### src/rtl/draw_scheduler_if.sv
// -----------------------------------------------------------------------------
// draw_scheduler_if
// Bundle between the drawing requesters (game FSM side, master) and the shared
// rectangle-fill engine (draw_scheduler, slave).
//   req      per-requester level request, held until the matching done
//   rx0/rx1  per-requester left/right x (inclusive), slice i = [i*W +: W]
//   ry0/ry1  per-requester top/bottom y (inclusive), same packing
//   rcolor   per-requester pixel colour (1 = white, 0 = black)
//   grant    one-hot owner of the engine, zero when idle
//   done     one-cycle pulse on the granted bit at job end
//   busy     engine not idle
//   px/py    current pixel coordinate, pcolor its colour, pwe write strobe
// -----------------------------------------------------------------------------
interface draw_scheduler_if #(
    parameter int NREQ = 3,
    parameter int W    = 11
);
    logic [NREQ-1:0]   req;
    logic [NREQ*W-1:0] rx0;
    logic [NREQ*W-1:0] rx1;
    logic [NREQ*W-1:0] ry0;
    logic [NREQ*W-1:0] ry1;
    logic [NREQ-1:0]   rcolor;
    logic [NREQ-1:0]   grant;
    logic [NREQ-1:0]   done;
    logic              busy;
    logic [W-1:0]      px;
    logic [W-1:0]      py;
    logic              pcolor;
    logic              pwe;

    modport master (
        output req, rx0, rx1, ry0, ry1, rcolor,
        input  grant, done, busy, px, py, pcolor, pwe
    );

    modport slave (
        input  req, rx0, rx1, ry0, ry1, rcolor,
        output grant, done, busy, px, py, pcolor, pwe
    );
endinterface

### src/rtl/draw_scheduler.sv
// -----------------------------------------------------------------------------
// draw_scheduler
// Round-robin arbiter in front of a single rectangle-fill pixel engine. A
// granted requester's rectangle and colour are latched once, then every pixel
// is emitted row-major (x fastest) on the pixel-write port, followed by a
// one-cycle done pulse on the owner's bit.
// Ports:
//   clks   clock, rising edge
//   reset  synchronous, active-high
//   bus    draw_scheduler_if.slave (requests in, grant/done/pixel port out)
// -----------------------------------------------------------------------------
module draw_scheduler #(
    parameter int NREQ = 3,
    parameter int W    = 11
) (
    input  logic            clks,
    input  logic            reset,
    draw_scheduler_if.slave bus
);
    localparam int IDXW = (NREQ > 1) ? $clog2(NREQ) : 1;

    typedef enum logic [1:0] {
        IDLE  = 2'd0,
        SWEEP = 2'd1,
        DONE  = 2'd2
    } state_t;

    state_t          state_r;
    logic [IDXW-1:0] last_r;
    logic [NREQ-1:0] grant_r;
    logic [NREQ-1:0] done_r;
    logic            busy_r;
    logic            pwe_r;
    logic            pcolor_r;
    logic [W-1:0]    px_r;
    logic [W-1:0]    py_r;
    logic [W-1:0]    x0_r;
    logic [W-1:0]    x1_r;
    logic [W-1:0]    y1_r;

    logic [W-1:0]    x0_a_s [NREQ];
    logic [W-1:0]    x1_a_s [NREQ];
    logic [W-1:0]    y0_a_s [NREQ];
    logic [W-1:0]    y1_a_s [NREQ];

    logic            found_s;
    logic [IDXW-1:0] sel_s;
    logic [NREQ-1:0] sel_onehot_s;
    logic            sel_empty_s;
    int              idx_s;

    // Unpack the flat per-requester coordinate buses into indexable arrays.
    for (genvar gi = 0; gi < NREQ; gi++) begin : g_unpack
        assign x0_a_s[gi] = bus.rx0[gi*W +: W];
        assign x1_a_s[gi] = bus.rx1[gi*W +: W];
        assign y0_a_s[gi] = bus.ry0[gi*W +: W];
        assign y1_a_s[gi] = bus.ry1[gi*W +: W];
    end

    // Round-robin search: first requester at or after last+1, wrapping.
    always_comb begin
        found_s = 1'b0;
        sel_s   = '0;
        idx_s   = 0;
        for (int off = 1; off <= NREQ; off++) begin
            idx_s = int'(last_r) + off;
            if (idx_s >= NREQ) begin
                idx_s = idx_s - NREQ;
            end else begin
                idx_s = idx_s;
            end
            if (!found_s && bus.req[IDXW'(idx_s)]) begin
                found_s = 1'b1;
                sel_s   = IDXW'(idx_s);
            end else begin
                found_s = found_s;
            end
        end
    end

    // One-hot of the winner and empty-rectangle detection (unsigned compare).
    always_comb begin
        sel_onehot_s        = '0;
        sel_onehot_s[sel_s] = 1'b1;
        sel_empty_s = (x1_a_s[sel_s] < x0_a_s[sel_s]) ||
                      (y1_a_s[sel_s] < y0_a_s[sel_s]);
    end

    // Scheduler FSM with registered outputs; px/py hold when pwe is low.
    always_ff @(posedge clks) begin
        if (reset) begin
            state_r  <= IDLE;
            last_r   <= IDXW'(NREQ - 1);
            grant_r  <= '0;
            done_r   <= '0;
            busy_r   <= 1'b0;
            pwe_r    <= 1'b0;
            pcolor_r <= 1'b0;
            px_r     <= '0;
            py_r     <= '0;
            x0_r     <= '0;
            x1_r     <= '0;
            y1_r     <= '0;
        end else begin
            case (state_r)
                IDLE: begin
                    if (found_s) begin
                        grant_r  <= sel_onehot_s;
                        last_r   <= sel_s;
                        x0_r     <= x0_a_s[sel_s];
                        x1_r     <= x1_a_s[sel_s];
                        y1_r     <= y1_a_s[sel_s];
                        pcolor_r <= bus.rcolor[sel_s];
                        px_r     <= x0_a_s[sel_s];
                        py_r     <= y0_a_s[sel_s];
                        busy_r   <= 1'b1;
                        if (sel_empty_s) begin
                            // Nothing to draw: straight to the done pulse.
                            state_r <= DONE;
                            done_r  <= sel_onehot_s;
                            pwe_r   <= 1'b0;
                        end else begin
                            state_r <= SWEEP;
                            done_r  <= '0;
                            pwe_r   <= 1'b1;
                        end
                    end else begin
                        state_r <= IDLE;
                    end
                end
                SWEEP: begin
                    if (px_r < x1_r) begin
                        px_r <= px_r + W'(1);
                    end else if (py_r < y1_r) begin
                        px_r <= x0_r;
                        py_r <= py_r + W'(1);
                    end else begin
                        state_r <= DONE;
                        pwe_r   <= 1'b0;
                        done_r  <= grant_r;
                    end
                end
                DONE: begin
                    state_r <= IDLE;
                    done_r  <= '0;
                    grant_r <= '0;
                    busy_r  <= 1'b0;
                    pwe_r   <= 1'b0;
                end
                default: begin
                    state_r <= IDLE;
                    done_r  <= '0;
                    grant_r <= '0;
                    busy_r  <= 1'b0;
                    pwe_r   <= 1'b0;
                end
            endcase
        end
    end

    assign bus.grant  = grant_r;
    assign bus.done   = done_r;
    assign bus.busy   = busy_r;
    assign bus.px     = px_r;
    assign bus.py     = py_r;
    assign bus.pcolor = pcolor_r;
    assign bus.pwe    = pwe_r;

endmodule

### src/flat_wrapper.sv
// flat-port wrapper written by rule: the top's interface ports become plain ports
module draw_scheduler_flat 
#(
    parameter int NREQ = 3,
    parameter int W    = 11
)
  (clks, reset, bus_req, bus_rx0, bus_rx1, bus_ry0, bus_ry1, bus_rcolor, bus_grant, bus_done, bus_busy, bus_px, bus_py, bus_pcolor, bus_pwe);
  draw_scheduler_if #(.NREQ(NREQ), .W(W)) bus_i ();
  input  logic clks;
  input  logic reset;
  input wire logic [$bits(bus_i.req)-1:0] bus_req;
  input wire logic [$bits(bus_i.rx0)-1:0] bus_rx0;
  input wire logic [$bits(bus_i.rx1)-1:0] bus_rx1;
  input wire logic [$bits(bus_i.ry0)-1:0] bus_ry0;
  input wire logic [$bits(bus_i.ry1)-1:0] bus_ry1;
  input wire logic [$bits(bus_i.rcolor)-1:0] bus_rcolor;
  output wire logic [$bits(bus_i.grant)-1:0] bus_grant;
  output wire logic [$bits(bus_i.done)-1:0] bus_done;
  output wire logic [$bits(bus_i.busy)-1:0] bus_busy;
  output wire logic [$bits(bus_i.px)-1:0] bus_px;
  output wire logic [$bits(bus_i.py)-1:0] bus_py;
  output wire logic [$bits(bus_i.pcolor)-1:0] bus_pcolor;
  output wire logic [$bits(bus_i.pwe)-1:0] bus_pwe;
  assign bus_i.req = bus_req;
  assign bus_i.rx0 = bus_rx0;
  assign bus_i.rx1 = bus_rx1;
  assign bus_i.ry0 = bus_ry0;
  assign bus_i.ry1 = bus_ry1;
  assign bus_i.rcolor = bus_rcolor;
  assign bus_grant = bus_i.grant;
  assign bus_done = bus_i.done;
  assign bus_busy = bus_i.busy;
  assign bus_px = bus_i.px;
  assign bus_py = bus_i.py;
  assign bus_pcolor = bus_i.pcolor;
  assign bus_pwe = bus_i.pwe;
  draw_scheduler #(.NREQ(NREQ), .W(W)) u_core (.clks(clks), .reset(reset), .bus(bus_i));
endmodule
### config.mk
export PLATFORM = sky130hd
export DESIGN_NAME = draw_scheduler_flat
export DESIGN_NICKNAME = d
export VERILOG_FILES = /design/src/rtl/draw_scheduler_if.sv /design/src/rtl/draw_scheduler.sv /design/src/flat_wrapper.sv
export SDC_FILE = /design/constraint.sdc
export NUM_CORES = 1
export LEC_CHECK = 0
export BUFFER_PORTS_ARGS = -buffer_cell sky130_fd_sc_hd__buf_2
export CAP_MARGIN = 20
export CORE_ASPECT_RATIO = 0.7
export CORE_UTILIZATION = 48
export CTS_CLUSTER_SIZE = 10
export DETAILED_ROUTE_END_ITERATION = 10
export PLACE_DENSITY = 0.79
export SLEW_MARGIN = 15
export SYNTH_ARGS = -nofsm -noshare
export SYNTH_HDL_FRONTEND = slang
export SYNTH_SLANG_ARGS = --single-unit
### constraint.sdc
create_clock -name clks -period 4.7 [get_ports clks]
set_clock_uncertainty 0.15 [all_clocks]
set_input_delay 0.235 -clock clks [delete_from_list [all_inputs] [get_ports clks]]
set_output_delay 0.235 -clock clks [all_outputs]
set_load 0.03 [all_outputs]
==> impl_metrics.ini <==
[status]
status = completed

[pwr]
power_frac_clock_pct = 10.6
pwr-share-comb_pct = 73.5
ir_drop_mv = 0.568
powerDensity_mw_per_mm2 = 935
p_leak_nw = 3.24
p_switching_w = 0.00331
sequentialPowerShare_pct = 15.9
power.internal_w = 0.00307
netSwitchingFraction_pct = 51.9

[timing]
finalHoldViolCount = 0
drv_slew = 0
timing.final.ws_setup_ns = 0.262
period_needed_ns = 4.44
fmax_mhz = 225
setup_violations = 0
rsz0062_at_grt = false
slew-limit-headroom_pct = 30.8
worst_pin_slew_ns = 1.04
setup_tns_ns = 0
period_share_pct = 94.4

[placement]
pre_cts_ws_ns = 0.188
dpl.hpwl_um = 13400
placed_cell_area_sq_mm = 0.00650
routabilityCongestion = 1.01
io_buffers = 170
dp.cells = 998

[synthesis]
synth-seq-cells = 68
yosys.area.top_type = dfxtp_1
synth.cell_area_sq_mm = 0.00549
async_flop_share_pct = 0
synth_edf_count = 0
ys_top_cells_by_area = dfxtp_1 25%, ha_1 10%, mux2i_1 8.4%
ys_seq_area_share_pct = 24.8
yosysMostFrequentCell = nand2_1
synth_warnings = 0
synth_cell_types = 66
synth_top_cell_area_share_pct = 24.8
syn-num-nets = 887
syn_inst = 701
synth_ff_type = dfxtp_1
synthTopCellsByCount = 98 x nand2_1, 68 x dfxtp_1, 52 x a21oi_1
syn_area_per_cell_sq_um = 7.84

[detailed_routing]
vias_per_cell = 5.85
drc = 0
vias = 5941
first_pass_iters = 6
drtAntennaViolNets = 0
wl_per_cell_um = 17.4
drtIter0Drc = 653
routed_wl_um = 17700

[setup_path]
crit_slowest_cell = ha_2
crit_type = reg -> reg
end_kind = register
crit_family = compound AO/OA/AOI/OAI gates
path_cells = inv_1 -> ha_2 -> a21boi_1 -> o2111ai_1 -> nand2_2 -> buf_4 -> mux2_2 -> mux2i_1 -> ha_1 -> a21o_1 -> a21o_1 -> a211oi_1 -> o21ai_0 -> a311oi_2 -> nor2_2 -> a32o_1
cp_max_fo = 8
start_kind = register
crit_required_ns = 4.77
critical_path_buf_inv_count = 2
worstPathArrival_ns = 4.51
path_common_cell = a21o_1
critPathMaxStageDelay_ns = 0.43

[job]
max-cap-violations = 0

[floorplanning]
die-area_sq_mm = 0.0119
core_sq_mm = 0.0111
die_h_um = 91.5
ioPinCount = 171
initial_core_util_pct = 49.5
die_x_um = 130
rows = 32

[clock_tree]
clk_pin_slew_ns = 0.06
cts_max_level = 3
clockBufferDepth = 2
cts_hold_buf = 0
cts.sinks = 68
root_buffer = clkbuf_16
numCtsBuffers = 9
clock_latency_ns = 0.33
cts_tree = done

[grt]
grt_overflow = 0
grt_util_all_layers_pct = 30.3
grt_max_degree = 47
grt_pass1_vias = 5423
antenna_found_initial = 0
grt_pass1_wl_um = 27900

[hold_path]
holdCritPathClass = in -> reg

[final_layout]
diodes = 0
drive_gt1_share_pct = 28.2
area_growth_pct = 24.2
final_cells = 1016
final_nets = 1046
fin_area_sq_mm = 0.00682
## cell families (layout without fill, tap and decap cells)
logic type                 Yosys count  in the layout  share of synthesized area [%]
muxes                               63             63                           12.0
xor gates and xnor gates             9              9                           1.43
and+or+nand+nor                    220            220                           18.2
buffers and inverters               85            247                           6.74
AOI/OAI and AO/OA                  210            210                           26.3
DFF                                 68             68                           24.8
adders and majority gates           46             46                           10.5
## stage by stage
step / utilization [%] / hold slack (ns) / total power, W
2_1_floorplan: - / 0.282 / 0.00431
3_3_place_gp: 58.6 / 0.293 / 0.00547
3_5_place_dp: 58.6 / 0.298 / 0.00553
4_1_cts: 61.2 / 0.0595 / 0.00623
5_1_grt: 61.5 / 0.0923 / 0.00689
6_report: 61.5 / 0.0703 / 0.00638
## worst paths after layout
kind,from,end,slack [ns],depth (start not counted)
max,u_core.last_r[1],u_core.bus.pwe,0.26,16
min,bus_rcolor[2],u_core.bus.pcolor,0.07,3
max reg2reg,u_core.last_r[1],u_core.bus.pwe,0.26,16
min reg2reg,u_core.x0_r[1],u_core.x0_r[1],0.31,2
## flip-flops by register name, summed over array words and instances (netlist names)
register,count
u_core.bus.busy,1
u_core.bus.done,3
u_core.bus.grant,3
u_core.bus.pcolor,1
u_core.bus.pwe,1
u_core.bus.px,11
u_core.bus.py,11
u_core.last_r,2
u_core.state_r,2
u_core.x0_r,11
u_core.x1_r,11
u_core.y1_r,11
## per-layer routing
layer  GRT usage, %  routed length, um
met5              0                  0
met3           11.0               2020
met1           43.5               8140
met4           5.62                190
met2           43.0               7370
## worst register-to-register path: stages, from the launching register on
cell and delay [ns]:
dfxtp_1 0.38, inv_1 0.08, ha_2 0.43, a21boi_1 0.28
o2111ai_1 0.29, nand2_2 0.27, buf_4 0.15, mux2_2 0.32
mux2i_1 0.28, ha_1 0.30, a21o_1 0.17, a21o_1 0.17
a211oi_1 0.23, o21ai_0 0.13, a311oi_2 0.35, nor2_2 0.12
a32o_1 0.23
## layout make-up
| class | count | area (sq um) |
|---|---|---|
| clock buffer | 12 | 256 |
| clock inverter | 2 | 35.0 |
| fill | 1018 | 4270 |
| inverter | 37 | 139 |
| multi-input combinational | 548 | 3770 |
| sequential | 68 | 1360 |
| tap | 153 | 191 |
| timing repair buffer | 196 | 1070 |
## cells in the final DEF (no fill, tap or decap), types with 3 or more instances in the layout
cell type	instances
nor2b_1	7
buf_4	24
xnor2_1	6
mux2i_1	46
a21o_1	8
o2bb2ai_1	3
o221a_2	8
a311oi_1	5
o211ai_1	8
a32o_1	3
nand4_1	7
dfxtp_1	68
nor3_1	26
o22ai_1	10
o21a_1	10
a211oi_1	13
and2_1	4
a31oi_1	11
o21ai_1	4
nor2_1	36
nor4_1	4
nand3_1	19
nand2b_1	5
nand2_1	96
o21ai_0	37
ha_1	45
buf_2	170
o211a_1	14
inv_1	37
mux2_2	15
clkbuf_16	9
xor2_1	3
a21oi_1	52
## power groups by stage
stage / Sequential, W / Combinational, W / Clock [W]
6_report: 0.00101 / 0.00469 / 0.000678
5_1_grt: 0.00104 / 0.00515 / 0.000706
4_1_cts: 0.00101 / 0.00454 / 0.000681
3_5_place_dp: 0.00102 / 0.00451 / 0
3_3_place_gp: 0.00101 / 0.00445 / 0
2_1_floorplan: 0.00114 / 0.00317 / 0
## repair_timing
action | 4_1_cts | 5_1_grt
endpoints found under the setup margin | 0 | 6
gates resized for setup | 0 | 2
buffers inserted | 0 | 4
No activity file was read; power rests on OpenSTA's default activity.
